==> src/rtl/control_sequencer_if.sv <==
// control_sequencer_if: bundle between the hardwired control sequencer and the datapath.
// The master modport is the sequencer. It consumes run/ir and drives the strobes.
// The slave modport is the datapath side, which drives run/ir and consumes the strobes.
interface control_sequencer_if;
    logic        run;
    logic [31:0] ir;
    logic        PCout, MARin, incPC, Zin, read, MDRin, MDRout, IRin, Yin, PCin;
    logic        ZLowOut, ZHighOut, LOin, HIin;
    logic [15:0] Rin;
    logic [15:0] Rout;
    logic [4:0]  opcode;
    logic        instr_done;
    logic        halted;
    logic        illegal;
    logic [15:0] instr_count;

    modport master (
        input  run, ir,
        output PCout, MARin, incPC, Zin, read, MDRin, MDRout, IRin, Yin, PCin,
               ZLowOut, ZHighOut, LOin, HIin, Rin, Rout, opcode,
               instr_done, halted, illegal, instr_count
    );

    modport slave (
        output run, ir,
        input  PCout, MARin, incPC, Zin, read, MDRin, MDRout, IRin, Yin, PCin,
               ZLowOut, ZHighOut, LOin, HIin, Rin, Rout, opcode,
               instr_done, halted, illegal, instr_count
    );
endinterface

==> src/rtl/control_sequencer.sv <==
// control_sequencer: hardwired T0-T6 control unit for the datapath.
// Optional feature macro: CTRL_ILLEGAL_TRAP_EN. When it is defined, an illegal opcode
// halts the sequencer and sets the sticky illegal flag. When it is undefined, an
// illegal opcode executes as a NOP.
//
// state   | meaning
// IDLE    | waiting for run
// T0      | PC -> MAR, PC+1 -> Z
// T1      | Z -> PC, memory read into MDR
// T2      | MDR -> IR
// T3..T6  | execute steps, decoded from ir[31:27]
// HALTED  | stopped by HALT or an illegal trap; left only through clear
module control_sequencer (
    input logic                 clock,
    input logic                 clear,
    control_sequencer_if.master bus
);
    typedef enum logic [3:0] {
        S_IDLE, S_T0, S_T1, S_T2, S_T3, S_T4, S_T5, S_T6, S_HALTED
    } state_t;

    state_t      r_state, w_next;
    logic [15:0] r_count;
    logic [4:0]  w_op;
    logic [3:0]  w_ra, w_rb, w_rc;
    logic        w_alu3, w_muldiv, w_unary, w_halt, w_nop, w_bad, w_trap;
    logic        w_done;
    logic        w_unused_ir;

    assign w_op = bus.ir[31:27];
    assign w_ra = bus.ir[26:23];
    assign w_rb = bus.ir[22:19];
    assign w_rc = bus.ir[18:15];

    assign w_alu3   = (w_op <= 5'd10);
    assign w_muldiv = (w_op == 5'd15) || (w_op == 5'd16);
    assign w_unary  = (w_op == 5'd17) || (w_op == 5'd18);
    assign w_nop    = (w_op == 5'd26);
    assign w_halt   = (w_op == 5'd27);
    assign w_bad    = !(w_alu3 || w_muldiv || w_unary || w_nop || w_halt);

`ifdef CTRL_ILLEGAL_TRAP_EN
    logic r_illegal;
    assign w_trap      = w_bad;
    assign bus.illegal = r_illegal;
    assign w_unused_ir = &{1'b0, bus.ir[14:0]};
`else
    assign w_trap      = 1'b0;
    assign bus.illegal = 1'b0;
    assign w_unused_ir = &{1'b0, bus.ir[14:0], w_bad};
`endif

    assign bus.halted      = (r_state == S_HALTED);
    assign bus.instr_count = r_count;
    assign bus.instr_done  = w_done;

    function automatic logic [15:0] onehot(input logic [3:0] idx);
        onehot = 16'h0001 << idx;
    endfunction

    // State register; clear aborts any instruction in flight.
    always_ff @(posedge clock or negedge clear) begin
        if (!clear) r_state <= S_IDLE;
        else        r_state <= w_next;
    end

    // Completed-instruction counter, wraps naturally at 16 bits.
    always_ff @(posedge clock or negedge clear) begin
        if (!clear)      r_count <= 16'h0000;
        else if (w_done) r_count <= r_count + 16'h0001;
    end

`ifdef CTRL_ILLEGAL_TRAP_EN
    // Sticky illegal flag, cleared only by reset.
    always_ff @(posedge clock or negedge clear) begin
        if (!clear)                r_illegal <= 1'b0;
        else if (w_done && w_bad)  r_illegal <= 1'b1;
    end
`endif

    // Next-state and strobe decode from state and ir. run only affects the next state.
    always_comb begin
        w_next       = r_state;
        w_done       = 1'b0;
        bus.PCout    = 1'b0;
        bus.MARin    = 1'b0;
        bus.incPC    = 1'b0;
        bus.Zin      = 1'b0;
        bus.read     = 1'b0;
        bus.MDRin    = 1'b0;
        bus.MDRout   = 1'b0;
        bus.IRin     = 1'b0;
        bus.Yin      = 1'b0;
        bus.PCin     = 1'b0;
        bus.ZLowOut  = 1'b0;
        bus.ZHighOut = 1'b0;
        bus.LOin     = 1'b0;
        bus.HIin     = 1'b0;
        bus.Rin      = 16'h0000;
        bus.Rout     = 16'h0000;
        bus.opcode   = 5'd0;
        case (r_state)
            S_IDLE: if (bus.run) w_next = S_T0;
            S_T0: begin
                bus.PCout = 1'b1; bus.MARin = 1'b1; bus.incPC = 1'b1; bus.Zin = 1'b1;
                w_next = S_T1;
            end
            S_T1: begin
                bus.ZLowOut = 1'b1; bus.PCin = 1'b1; bus.read = 1'b1; bus.MDRin = 1'b1;
                w_next = S_T2;
            end
            S_T2: begin
                bus.MDRout = 1'b1; bus.IRin = 1'b1;
                w_next = S_T3;
            end
            S_T3: begin
                if (w_alu3) begin
                    bus.Rout = onehot(w_rb); bus.Yin = 1'b1; w_next = S_T4;
                end else if (w_muldiv) begin
                    bus.Rout = onehot(w_ra); bus.Yin = 1'b1; w_next = S_T4;
                end else if (w_unary) begin
                    bus.Rout = onehot(w_rb); bus.opcode = w_op; bus.Zin = 1'b1;
                    w_next = S_T4;
                end else begin
                    w_done = 1'b1;
                end
            end
            S_T4: begin
                if (w_alu3) begin
                    bus.Rout = onehot(w_rc); bus.opcode = w_op; bus.Zin = 1'b1;
                    w_next = S_T5;
                end else if (w_muldiv) begin
                    bus.Rout = onehot(w_rb); bus.opcode = w_op; bus.Zin = 1'b1;
                    w_next = S_T5;
                end else begin
                    bus.ZLowOut = 1'b1; bus.Rin = onehot(w_ra); w_done = 1'b1;
                end
            end
            S_T5: begin
                if (w_muldiv) begin
                    bus.ZLowOut = 1'b1; bus.LOin = 1'b1; w_next = S_T6;
                end else begin
                    bus.ZLowOut = 1'b1; bus.Rin = onehot(w_ra); w_done = 1'b1;
                end
            end
            S_T6: begin
                bus.ZHighOut = 1'b1; bus.HIin = 1'b1; w_done = 1'b1;
            end
            S_HALTED: w_next = S_HALTED;
            default:  w_next = S_IDLE;
        endcase
        // A final step either stops the sequencer or chains straight into the next fetch.
        if (w_done) begin
            if (w_halt || w_trap) w_next = S_HALTED;
            else if (bus.run)     w_next = S_T0;
            else                  w_next = S_IDLE;
        end
    end
endmodule

==> src/flat_wrapper.sv <==
// flat-port wrapper written by rule: the top's interface ports become plain ports
module control_sequencer_flat 
  (clock, clear, bus_run, bus_ir, bus_PCout, bus_MARin, bus_incPC, bus_Zin, bus_read, bus_MDRin, bus_MDRout, bus_IRin, bus_Yin, bus_PCin, bus_ZLowOut, bus_ZHighOut, bus_LOin, bus_HIin, bus_Rin, bus_Rout, bus_opcode, bus_instr_done, bus_halted, bus_illegal, bus_instr_count);
  control_sequencer_if bus_i ();
  input logic clock;
  input logic clear;
  input wire logic [$bits(bus_i.run)-1:0] bus_run;
  input wire logic [$bits(bus_i.ir)-1:0] bus_ir;
  output wire logic [$bits(bus_i.PCout)-1:0] bus_PCout;
  output wire logic [$bits(bus_i.MARin)-1:0] bus_MARin;
  output wire logic [$bits(bus_i.incPC)-1:0] bus_incPC;
  output wire logic [$bits(bus_i.Zin)-1:0] bus_Zin;
  output wire logic [$bits(bus_i.read)-1:0] bus_read;
  output wire logic [$bits(bus_i.MDRin)-1:0] bus_MDRin;
  output wire logic [$bits(bus_i.MDRout)-1:0] bus_MDRout;
  output wire logic [$bits(bus_i.IRin)-1:0] bus_IRin;
  output wire logic [$bits(bus_i.Yin)-1:0] bus_Yin;
  output wire logic [$bits(bus_i.PCin)-1:0] bus_PCin;
  output wire logic [$bits(bus_i.ZLowOut)-1:0] bus_ZLowOut;
  output wire logic [$bits(bus_i.ZHighOut)-1:0] bus_ZHighOut;
  output wire logic [$bits(bus_i.LOin)-1:0] bus_LOin;
  output wire logic [$bits(bus_i.HIin)-1:0] bus_HIin;
  output wire logic [$bits(bus_i.Rin)-1:0] bus_Rin;
  output wire logic [$bits(bus_i.Rout)-1:0] bus_Rout;
  output wire logic [$bits(bus_i.opcode)-1:0] bus_opcode;
  output wire logic [$bits(bus_i.instr_done)-1:0] bus_instr_done;
  output wire logic [$bits(bus_i.halted)-1:0] bus_halted;
  output wire logic [$bits(bus_i.illegal)-1:0] bus_illegal;
  output wire logic [$bits(bus_i.instr_count)-1:0] bus_instr_count;
  assign bus_i.run = bus_run;
  assign bus_i.ir = bus_ir;
  assign bus_PCout = bus_i.PCout;
  assign bus_MARin = bus_i.MARin;
  assign bus_incPC = bus_i.incPC;
  assign bus_Zin = bus_i.Zin;
  assign bus_read = bus_i.read;
  assign bus_MDRin = bus_i.MDRin;
  assign bus_MDRout = bus_i.MDRout;
  assign bus_IRin = bus_i.IRin;
  assign bus_Yin = bus_i.Yin;
  assign bus_PCin = bus_i.PCin;
  assign bus_ZLowOut = bus_i.ZLowOut;
  assign bus_ZHighOut = bus_i.ZHighOut;
  assign bus_LOin = bus_i.LOin;
  assign bus_HIin = bus_i.HIin;
  assign bus_Rin = bus_i.Rin;
  assign bus_Rout = bus_i.Rout;
  assign bus_opcode = bus_i.opcode;
  assign bus_instr_done = bus_i.instr_done;
  assign bus_halted = bus_i.halted;
  assign bus_illegal = bus_i.illegal;
  assign bus_instr_count = bus_i.instr_count;
  control_sequencer u_core (.clock(clock), .clear(clear), .bus(bus_i));
endmodule
==> config.mk <==
export PLATFORM = sky130hd
export DESIGN_NAME = control_sequencer_flat
export DESIGN_NICKNAME = d
export VERILOG_FILES = /design/src/rtl/control_sequencer_if.sv /design/src/rtl/control_sequencer.sv /design/src/flat_wrapper.sv
export SDC_FILE = /design/constraint.sdc
export NUM_CORES = 1
export LEC_CHECK = 0
export ABC_AREA = 1
export CORE_ASPECT_RATIO = 0.8
export CORE_MARGIN = 5
export CORE_UTILIZATION = 50
export CTS_CLUSTER_DIAMETER = 80
export CTS_CLUSTER_SIZE = 40
export DETAILED_ROUTE_END_ITERATION = 10
export DONT_BUFFER_PORTS = 1
export GPL_TIMING_DRIVEN = 0
export SKIP_LAST_GASP = 1
export SYNTH_ARGS = -nofsm -noshare
export SYNTH_HDL_FRONTEND = slang
export SYNTH_SLANG_ARGS = --single-unit
export TNS_END_PERCENT = 30
==> constraint.sdc <==
create_clock -name clock -period 5.1 [get_ports clock]
set_clock_uncertainty 0.15 [all_clocks]
set_input_delay 1.53 -clock clock [delete_from_list [all_inputs] [get_ports clock]]
set_output_delay 1.53 -clock clock [all_outputs]
set_load 0.03 [all_outputs]
==> metrics.txt <==
outcome=completed; H-tree Lvls=1; clk root buf=clkbuf_8; internal power=399.2 uW; # resized after CTS=0; highest routed metal layer=met4; share of the synthesized area in the top cell type=20.79%; switching pwr=542.6 uW; critical path cell sequence=nand2_1 > nand2_1 > nor2_4 > clkbuf_1 > o21ai_0 > o21ai_0; Layout area overhead=4.834%; number of cells on the critical path=6; DRC violations left=0; Area contributors post-synth=dfrtp_1 21%, nand2_1 13%, o21ai_0 10%; total of max-cap violations=0; largest family of logic cells by synthesized area=simple AND/OR/NAND/NOR gates; Wirelength per Cell=16.05 um; Pleak=0.001098 uW; Fin. Hold Viols=0; vias in the first global route=2404; worst reg-to-reg path cell count=7; Worst EP arrival=3.18 ns; Port-buffer cells=0; fin crit period=4.865 ns; logic gate share of total power=60.0%; clk slew on worst S/H paths=0.07 ns; routed vias=2701; DR vias/cell=5.771; GRT Overall Usage=23.95%; # diodes=0; worst skew pair latency=0.26 ns; Netlist cell types=29; adder-cell share of the synthesized area=0.5198%; hold slack=0.4900 ns; Finished Core Util=54.57%; Syn Area/Cell=5.944 um^2; power share of the clock group=11.2%; chip height=72.06 um; WS Path Type=input port to primary output; worst slack at placement=0.2738 ns; Crit. End Element=primary output; die width=87.58 um; initial antenna violation count=0; crit share post-route=95.39%; row count=22; Slew Limit Fails=0; Max IR drop VDD=0.2714 mV; Post-Syn Instances=405; WP data required=3.42 ns; grt total ovfl=0; CTS buffer count=3; router iterations before antenna repair=5; yosys warns=0; PwrDens=373.2 nW/um^2; met3 routed WL=812 um; setup tns final=0 ns; DP HPWL=6193 um; register bit total from synthesis=20; fin nets=446; design area=2524 um^2; Post-CTS Hold Buffers=0; CP max-delay cell=o21ai_0; Setup violations, final=0; Reg power frac=28.8%; worst path bufs/invs=1; Synth Cell Area=2407 um^2; metal2 WL=2987 um; complex-gate fraction of the synthesized area=16.84%; top cell family by delay on the critical path=compound AO/OA/AOI/OAI gates; Post-Route WL=7511 um; fraction of layout cells with a size suffix above 1=11.03%; sequential fraction of the synthesis area=20.79%; Max transition margin=14.78%; post-synth top area cell=dfrtp_1; DR iter-0 viols=210; die footprint=6311 um^2; number of clock sinks=20; Post-CTS Setup Inserts=0; I/O Pins=105; Metal-1 WL=3630 um; Tightest Pin Transition=1.268 ns; CP Launch Type=input port; Post-Synth Simple-Gate Area=43.04%; hold depth=3; net count after synthesis=441; CTS tree=built; GP Congestion=0.9565; Hold WC Path Type=flip-flop to flip-flop; largest net degree at the start of global routing=21; antenna viol nets, final=0; post-synthesis mux area share=0%; fmax=0.2056 GHz; CTS Buffer Depth=2; Synth Area in XOR/XNOR=4.314%; Sw Share=57.61%; RSZ-0062 raised after global routing=false; first-pass GRT wire length=12200 um; critical path peak fanout=10; Starting Density=52.06%; core area=4624 um^2; final worst slack=0.2352 ns; placed instance area=2482 um^2; critical path's largest stage delay=0.84 ns
## routing by layer
layer / track usage (%) / vias to the layer above
met4: 3.407 / 0
met2: 33.70 / 148
li1: - / 1320
met1: 37.92 / 1224
met3: 4.881 / 9
met5: 0 / -
## worst register-to-register path, cell delays in order, from the launching register on
cell     delay [ns]
dfrtp_1        0.64
nand3_1        0.25
nor3_1         0.53
nand3_1        0.15
nand2_1        0.09
nand2_1        0.05
nand2_1        0.05
o21ai_1        0.07
## cells in the final DEF (no fill, tap or decap), drive strengths merged
master / netlist / final
nand3: 29 / 29
buf: 16 / 16
nor4: 1 / 1
nand3b: 2 / 2
o22ai: 3 / 3
clkbuf: 7 / 10
nor2: 67 / 67
nand2: 95 / 95
a21oi: 3 / 3
xor2: 11 / 11
conb: 1 / 1
nand4: 19 / 19
ha: 1 / 1
nor3: 9 / 9
o21ai: 69 / 69
inv: 50 / 50
dfrtp: 20 / 20
a21o: 1 / 1
a21boi: 1 / 1
## cell type report
cell class              instances  area (um^2)
clock buffers                   3        41.29
multi-input cells             312         1562
plain buffers                  23        157.7
inverters                      50        187.7
fillers                       521         2101
well taps                      60        75.07
flip-flops and latches         20        500.5
## through the flow
| stage | cells | total power [uW] |
|---|---|---|
| after floorplan | 405 | 736.5 |
| after detailed placement | 465 | 839.8 |
| final | 468 | 941.9 |
| after global placement | 465 | 833.9 |
| after global routing | 468 | 1008 |
| after CTS | 468 | 947.2 |
## cells by family after synthesis
logic type | count (synthesis)
adders and majority gates | 1
buffers and inverters | 73
xor gates and xnor gates | 11
other | 1
DFF | 20
and+or+nand+nor | 222
AOI/OAI and AO/OA | 77
## state kept, by name, indices dropped and copies added, names as in the netlist
signal	count
u_core.bus.instr_count	16
u_core.r_state	4
## worst paths after layout
check	from	end	slack, ns
worst max-delay path	bus_ir[30]	bus_Rout[6]	0.24
worst min-delay path	u_core.r_state[3]$_DFFE_PN0P_	u_core.r_state[1]$_DFFE_PN0P_	0.49
worst max register to register	u_core.bus.instr_count[0]$_DFFE_PN0P_	u_core.bus.instr_count[15]$_DFFE_PN0P_	3.01
worst min register to register	u_core.r_state[3]$_DFFE_PN0P_	u_core.r_state[1]$_DFFE_PN0P_	0.49
max in group asynchronous	clear	u_core.bus.instr_count[11]$_DFFE_PN0P_	3.92
min in group asynchronous	clear	u_core.bus.instr_count[13]$_DFFE_PN0P_	0.80
## cell usage after synthesis
| cell type | instances |
|---|---|
| nand2_1 | 85 |
| nand3_1 | 27 |
| nand2_2 | 7 |
| o21ai_1 | 21 |
| nor3_1 | 9 |
| ha_1 | 1 |
| nor2_1 | 63 |
| nor2_4 | 2 |
| a21boi_4 | 1 |
| a21oi_1 | 3 |
| clkbuf_1 | 7 |
| inv_1 | 42 |
| dfrtp_1 | 20 |
| nor2_8 | 2 |
| nand2_4 | 3 |
| nand3b_1 | 2 |
| a21o_1 | 1 |
| inv_2 | 8 |
| buf_6 | 5 |
| buf_4 | 8 |
| nor4_1 | 1 |
| conb_1 | 1 |
| xor2_1 | 10 |
| o22ai_1 | 3 |
| buf_2 | 3 |
| xor2_2 | 1 |
| nand3_2 | 2 |
| o21ai_0 | 48 |
| nand4_1 | 19 |
## power groups by stage
stage               combinational (uW)  sequential [uW]  clock [uW]
floorplan                          475              262           0
detailed placement                 565              275           0
CTS                                567              272         108
finish                             565              272         105
global placement                   561              273           0
global route                       614              278         117
No activity file was read; power rests on OpenSTA's default activity.
